$ cat src/rtl/key_load_ctrl_pkg.sv
// rtl/key_load_ctrl_pkg.sv - shared types, defaults and checksum helper for the key loader
package lock_pkg;

  localparam int KEY_W_DEF = 32;
  localparam int CHK_W_DEF = 8;
  // Widest key the checksum helper accepts; narrower keys are zero-extended,
  // which leaves a byte-XOR unchanged.
  localparam int KEY_MAX_W = 256;

  typedef enum logic [1:0] {
    KL_IDLE      = 2'd0,
    KL_SHIFT_KEY = 2'd1,
    KL_SHIFT_CHK = 2'd2,
    KL_CHECK     = 2'd3
  } key_ld_state_t;

  // XOR of every byte of the key.
  function automatic logic [7:0] byte_xor_chk(input logic [KEY_MAX_W-1:0] key);
    logic [7:0] acc;
    acc = '0;
    for (int b = 0; b < KEY_MAX_W / 8; b++) begin
      acc = acc ^ key[8*b +: 8];
    end
    return acc;
  endfunction

endpackage

$ cat src/rtl/key_load_ctrl_if.sv
// rtl/key_load_ctrl_if.sv - control, serial key stream and applied-key bundle
interface key_load_ctrl_if #(
  parameter int KEY_W = 32
);
  logic             load_start_i;
  logic             abort_i;
  logic             key_bit_i;
  logic             key_bit_valid_i;
  logic             key_bit_ready_o;
  logic             busy_o;
  logic [KEY_W-1:0] key_o;
  logic             key_valid_o;
  logic             load_err_o;

  modport master (
    output load_start_i, abort_i, key_bit_i, key_bit_valid_i,
    input  key_bit_ready_o, busy_o, key_o, key_valid_o, load_err_o
  );

  modport slave (
    input  load_start_i, abort_i, key_bit_i, key_bit_valid_i,
    output key_bit_ready_o, busy_o, key_o, key_valid_o, load_err_o
  );
endinterface

$ cat src/rtl/key_load_ctrl.sv
// rtl/key_load_ctrl.sv - serial key loader with byte-XOR check and atomic commit
module key_load_ctrl
  import lock_pkg::*;
#(
  parameter int KEY_W = KEY_W_DEF,
  parameter int CHK_W = CHK_W_DEF
) (
  input logic            clk_i,
  input logic            rst_i,
  key_load_ctrl_if.slave bus
);

  localparam int CNT_W = $clog2(KEY_W) + 1;

  localparam logic [1:0] ST_IDLE      = 2'(KL_IDLE);
  localparam logic [1:0] ST_SHIFT_KEY = 2'(KL_SHIFT_KEY);
  localparam logic [1:0] ST_SHIFT_CHK = 2'(KL_SHIFT_CHK);
  localparam logic [1:0] ST_CHECK     = 2'(KL_CHECK);

  logic [1:0]       state_q;
  logic [KEY_W-1:0] shadow_q;
  logic [CHK_W-1:0] chk_q;
  logic [CNT_W-1:0] cnt_q;
  logic             phase_q;   // CHECK: 0 = evaluate checksum, 1 = commit
  logic             ok_q;      // registered checksum match
  logic [KEY_W-1:0] key_q;
  logic             key_valid_q;
  logic             load_err_q;

  logic             take_bit;

  assign take_bit = bus.key_bit_valid_i & ~bus.abort_i;

  // Load sequencer: shift key and checksum, verify, then commit or reject in one edge
  always_ff @(posedge clk_i) begin
    if (rst_i) begin
      state_q     <= ST_IDLE;
      shadow_q    <= '0;
      chk_q       <= '0;
      cnt_q       <= '0;
      phase_q     <= 1'b0;
      ok_q        <= 1'b0;
      key_q       <= '0;
      key_valid_q <= 1'b0;
      load_err_q  <= 1'b0;
    end else begin
      case (state_q)
        ST_IDLE: begin
          if (bus.load_start_i) begin
            state_q    <= ST_SHIFT_KEY;
            cnt_q      <= '0;
            shadow_q   <= '0;
            chk_q      <= '0;
            phase_q    <= 1'b0;
            load_err_q <= 1'b0;
          end
        end
        ST_SHIFT_KEY: begin
          if (bus.abort_i) begin
            state_q  <= ST_IDLE;
            shadow_q <= '0;
          end else if (take_bit) begin
            shadow_q <= {shadow_q[KEY_W-2:0], bus.key_bit_i};
            if (cnt_q == CNT_W'(KEY_W - 1)) begin
              cnt_q   <= '0;
              state_q <= ST_SHIFT_CHK;
            end else begin
              cnt_q <= cnt_q + CNT_W'(1);
            end
          end
        end
        ST_SHIFT_CHK: begin
          if (bus.abort_i) begin
            state_q  <= ST_IDLE;
            shadow_q <= '0;
          end else if (take_bit) begin
            chk_q <= {chk_q[CHK_W-2:0], bus.key_bit_i};
            if (cnt_q == CNT_W'(CHK_W - 1)) begin
              cnt_q   <= '0;
              phase_q <= 1'b0;
              state_q <= ST_CHECK;
            end else begin
              cnt_q <= cnt_q + CNT_W'(1);
            end
          end
        end
        ST_CHECK: begin
          if (bus.abort_i) begin
            state_q  <= ST_IDLE;
            shadow_q <= '0;
          end else if (!phase_q) begin
            phase_q <= 1'b1;
            ok_q    <= (byte_xor_chk(KEY_MAX_W'(shadow_q)) == chk_q);
          end else begin
            state_q <= ST_IDLE;
            phase_q <= 1'b0;
            if (ok_q) begin
              key_q       <= shadow_q;
              key_valid_q <= 1'b1;
              load_err_q  <= 1'b0;
            end else begin
              key_q       <= '0;
              key_valid_q <= 1'b0;
              load_err_q  <= 1'b1;
            end
          end
        end
        default: state_q <= ST_IDLE;
      endcase
    end
  end

  assign bus.key_bit_ready_o = (state_q == ST_SHIFT_KEY) || (state_q == ST_SHIFT_CHK);
  assign bus.busy_o          = (state_q != ST_IDLE);
  assign bus.key_o           = key_q;
  assign bus.key_valid_o     = key_valid_q;
  assign bus.load_err_o      = load_err_q;

endmodule

$ cat src/flat_wrapper.sv
// flat-port wrapper written by rule: the top's interface ports become plain ports
module key_load_ctrl_flat import lock_pkg::*;
#(
  parameter int KEY_W = KEY_W_DEF,
  parameter int CHK_W = CHK_W_DEF
)
  (clk_i, rst_i, bus_load_start_i, bus_abort_i, bus_key_bit_i, bus_key_bit_valid_i, bus_key_bit_ready_o, bus_busy_o, bus_key_o, bus_key_valid_o, bus_load_err_o);
  key_load_ctrl_if #(.KEY_W(KEY_W)) bus_i ();
  input logic clk_i;
  input logic rst_i;
  input wire logic [$bits(bus_i.load_start_i)-1:0] bus_load_start_i;
  input wire logic [$bits(bus_i.abort_i)-1:0] bus_abort_i;
  input wire logic [$bits(bus_i.key_bit_i)-1:0] bus_key_bit_i;
  input wire logic [$bits(bus_i.key_bit_valid_i)-1:0] bus_key_bit_valid_i;
  output wire logic [$bits(bus_i.key_bit_ready_o)-1:0] bus_key_bit_ready_o;
  output wire logic [$bits(bus_i.busy_o)-1:0] bus_busy_o;
  output wire logic [$bits(bus_i.key_o)-1:0] bus_key_o;
  output wire logic [$bits(bus_i.key_valid_o)-1:0] bus_key_valid_o;
  output wire logic [$bits(bus_i.load_err_o)-1:0] bus_load_err_o;
  assign bus_i.load_start_i = bus_load_start_i;
  assign bus_i.abort_i = bus_abort_i;
  assign bus_i.key_bit_i = bus_key_bit_i;
  assign bus_i.key_bit_valid_i = bus_key_bit_valid_i;
  assign bus_key_bit_ready_o = bus_i.key_bit_ready_o;
  assign bus_busy_o = bus_i.busy_o;
  assign bus_key_o = bus_i.key_o;
  assign bus_key_valid_o = bus_i.key_valid_o;
  assign bus_load_err_o = bus_i.load_err_o;
  key_load_ctrl #(.KEY_W(KEY_W), .CHK_W(CHK_W)) u_core (.clk_i(clk_i), .rst_i(rst_i), .bus(bus_i));
endmodule
$ cat config.mk
export PLATFORM = sky130hd
export DESIGN_NAME = key_load_ctrl_flat
export DESIGN_NICKNAME = d
export VERILOG_FILES = /design/src/rtl/key_load_ctrl_pkg.sv /design/src/rtl/key_load_ctrl_if.sv /design/src/rtl/key_load_ctrl.sv /design/src/flat_wrapper.sv
export SDC_FILE = /design/constraint.sdc
export NUM_CORES = 1
export LEC_CHECK = 0
export ABC_AREA = 0
export CAP_MARGIN = 5
export CORE_MARGIN = 5
export CORE_UTILIZATION = 50
export DETAILED_ROUTE_END_ITERATION = 8
export PLACE_DENSITY = 0.72
export SLEW_MARGIN = 20
export SYNTH_ARGS = -nofsm -noshare
export SYNTH_HDL_FRONTEND = slang
export SYNTH_SLANG_ARGS = --single-unit
$ cat constraint.sdc
create_clock -name clk_i -period 2.6 [get_ports clk_i]
set_input_delay 0.65 -clock clk_i [delete_from_list [all_inputs] [get_ports clk_i]]
set_output_delay 0.65 -clock clk_i [all_outputs]
set_load 0.05 [all_outputs]
==> impl_metrics.tcl <==
set metrics [dict create \
    status "finished clean" \
    relSlewSlack 0.4965 \
    r2r_setup_slack_ns 0.52 \
    net-switching-power_uw 684.9 \
    final_util 0.6087 \
    period_share 0.8350 \
    yosysTopAreaCell "dfxtp_1" \
    clockBufferDepth 2 \
    worstPathBufferInverterCount 1 \
    cp.required_ns 1.95 \
    vdd_drop_max_v 0.0003015 \
    drtIter0Drc 199 \
    wl_per_cell_um 14.18 \
    switching_share 0.2644 \
    synth.distinct_cells 39 \
    grt_pass1_vias 2982 \
    drive_gt1_frac 0.07362 \
    cts_tree "yes" \
    comb_power_share 0.115 \
    core_area_sq_um 7176 \
    dr_total_vias 3222 \
    cts_hold_buf 0 \
    synth-main-ff-cell "dfxtp_1" \
    clk_latency_ns 0.36 \
    synth-edff-count 0 \
    critPathSlowestCell "clkdlybuf4s50_1" \
    power.density_nw_per_um2 592.9 \
    rr_startpoint "u_core.state_q[0]" \
    synthArstFlopShare 0 \
    rsz0062_at_grt "no" \
    final_nets 496 \
    drt-pass1-iter-count 5 \
    final.fill_count 660 \
    grt_pass1_wl_mm 14.29 \
    overflow 0 \
    worst_slew_pin_slew_ns 0.7553 \
    drcViolationCount 0 \
    ctsResizeCount 0 \
    viasPerCell 5.480 \
    dpl.hpwl_mm 5.724 \
    synth_common_cells "dfxtp_1 (84), a21oi_1 (73), nand2_1 (73)" \
    io_pins 42 \
    crit_type "reg -> out" \
    ys_seq_area_frac 0.4596 \
    drv_slew 0 \
    post_cts_buffers 0 \
    leakage_nw 1.430 \
    seqPwrFrac 0.500 \
    clkPwrFrac 0.385 \
    cap_violations 0 \
    die_height_um 95.54 \
    crit_chain "clkdlybuf4s50_1" \
    setup_violations 0 \
    min_from "u_core.bus.key_o[21]" \
    cp_top_family "buffers and inverters" \
    clock.fmax_ghz 0.4606 \
    synth_seq_cells 84 \
    dpl.cell_count 572 \
    initial_core_util 0.5099 \
    hold_class "reg -> reg" \
    worst_setup_path_start_kind "register" \
    dieWidth_um 95.54 \
    cts.sink_count 84 \
    grt_antenna_before_repair 0 \
    netlist.area_leader.share 0.4596 \
    path_clk_slew_ns 0.08 \
    synth_cells 453 \
    place.gp.congestion 0.8636 \
    die_area_sq_um 9128 \
    grt_max_degree 44 \
    rr_worst_depth 8 \
    htree_levels 3 \
    critPathMaxStageDelay_ns 0.81 \
    area_delta_synth_final_pct 19.39 \
    hold_viol 0 \
    cp.arrival_ns 1.52 \
    cts_buffers 9 \
    wl_mm 8.339 \
    ant_nets 0 \
    netlist_area_sq_um 3659 \
    port_buffers 41 \
    yosysWarnings 0 \
    postSynthAreaPerCell_sq_um 8.076 \
    synth.most_common_cell "dfxtp_1" \
    skew_ns 0.006977 \
    crit_path_end_kind "primary output" \
    cts-root-buf "clkbuf_8" \
    fin_crit_ns 2.171 \
    yosys-top-cells-area "dfxtp_1 (46%), a21oi_1 (10%), nand3_1 (9.2%)" \
    tns_ns 0 \
    rows 31 \
    r2r-end "u_core.shadow_q[30]" \
    internal-power_mw 1.905 \
    stdcell_count 588 \
    whs_ns 0.4509 \
    syn_nets 465 \
    whs_path_depth 2 \
    holdPathEnd "u_core.bus.key_o[21]" \
    antenna_cells 0 \
    path_max_fanout 2 \
    track_usage 0.1986 \
]
stage by stage:
stage,instance area [sq um],setup WS [ns],power (mW)
3_3_place_gp,4148,0.2179,1.620
3_5_place_dp,4148,0.1424,1.624
6_report,4368,0.4290,2.590
4_1_cts,4368,0.4003,2.623
2_1_floorplan,3659,0.6479,1.548
5_1_grt,4368,0.2921,2.717
worst max-delay path by stage:
stage                                    start             endpoint  cells past startpoint
after floorplan              u_core.state_q[0]      u_core.cnt_q[4]                      8
after global placement     bus_key_bit_valid_i      u_core.cnt_q[4]                      6
after detailed placement           bus_abort_i      u_core.cnt_q[4]                      6
after CTS                  u_core.bus.key_o[9]         bus_key_o[9]                      1
after global routing         u_core.state_q[0]  u_core.shadow_q[19]                      8
final                     u_core.bus.key_o[20]        bus_key_o[20]                      1
final cells by class:
type	count	area [sq um]	area share
multi-input combinational	328	1818	0.4162
sequential	84	1682	0.3850
timing repair buffer	54	498.0	0.1140
clock buffer	12	165.2	0.03781
tap	99	123.9	0.02836
clock inverter	4	55.05	0.01260
inverter	7	26.28	0.006015
logic make-up (layout without fill, tap and decap cells):
group | after synthesis | in the layout | synth area share
flops | 84 | 84 | 0.4596
compound gates | 105 | 105 | 0.1614
simple gates | 185 | 185 | 0.2367
xor+xnor | 29 | 29 | 0.06942
buf+inv | 41 | 77 | 0.04412
fa+ha+maj | 6 | 6 | 0.02052
mux | 3 | 3 | 0.008208
worst reg2reg max path, delay by kind of cell (launching register included):
kind / cells / cell delay, ns
AO/OA/AOI/OAI: 2 / 0.33
adder cells (fa/ha/maj): 1 / 0.27
buffers and inverters: 2 / 0.43
flip-flops: 1 / 0.34
AND/OR/NAND/NOR: 3 / 0.64
layer usage:
metal  global-route usage  vias to the layer above  part of all wire
li1                     -                     1622                 -
met1               0.2594                     1531              0.46
met2               0.3138                       61              0.48
met3              0.05762                        8             0.043
met4              0.06635                        0             0.012
met5                    0                        -                 0
cell usage in the layout (no fill, tap or decap), drive strengths merged, types with 2 or more instances in the layout:
cell type      netlist  final
nand2b               3      3
mux2i                3      3
nor3                 3      3
clkdlybuf4s50        0     38
clkbuf              28     12
ha                   6      6
nand3b               3      3
a22oi               10     10
and2                 2      2
a211oi               3      3
xnor2               24     24
buf                  6     16
or2                  2      2
xor2                 5      5
a21oi               73     73
dfxtp               84     84
and3                 2      2
a31oi                2      2
o31ai                2      2
o21ai                8      8
o2111ai              2      2
inv                  7      8
nand3               67     67
nand2               73     73
nand4                2      2
nor2                16     16
nor2b                8      8
power by group through the flow:
| stage | combinational (mW) | sequential, mW | clock, mW |
|---|---|---|---|
| 2_1_floorplan | 0.223 | 1.33 | 0 |
| 3_3_place_gp | 0.293 | 1.33 | 0 |
| 3_5_place_dp | 0.297 | 1.33 | 0 |
| 4_1_cts | 0.298 | 1.30 | 1.03 |
| 5_1_grt | 0.328 | 1.30 | 1.09 |
| 6_report | 0.298 | 1.30 | 0.996 |
state kept, by name (all words and copies together), names as in the netlist:
register	cells
u_core.cnt_q	6
u_core.state_q	2
u_core.chk_q	8
u_core.shadow_q	32
u_core.bus.load_err_o	1
u_core.ok_q	1
u_core.phase_q	1
u_core.bus.key_valid_o	1
u_core.bus.key_o	32
Note: power is estimated with default switching activity, not from simulation.
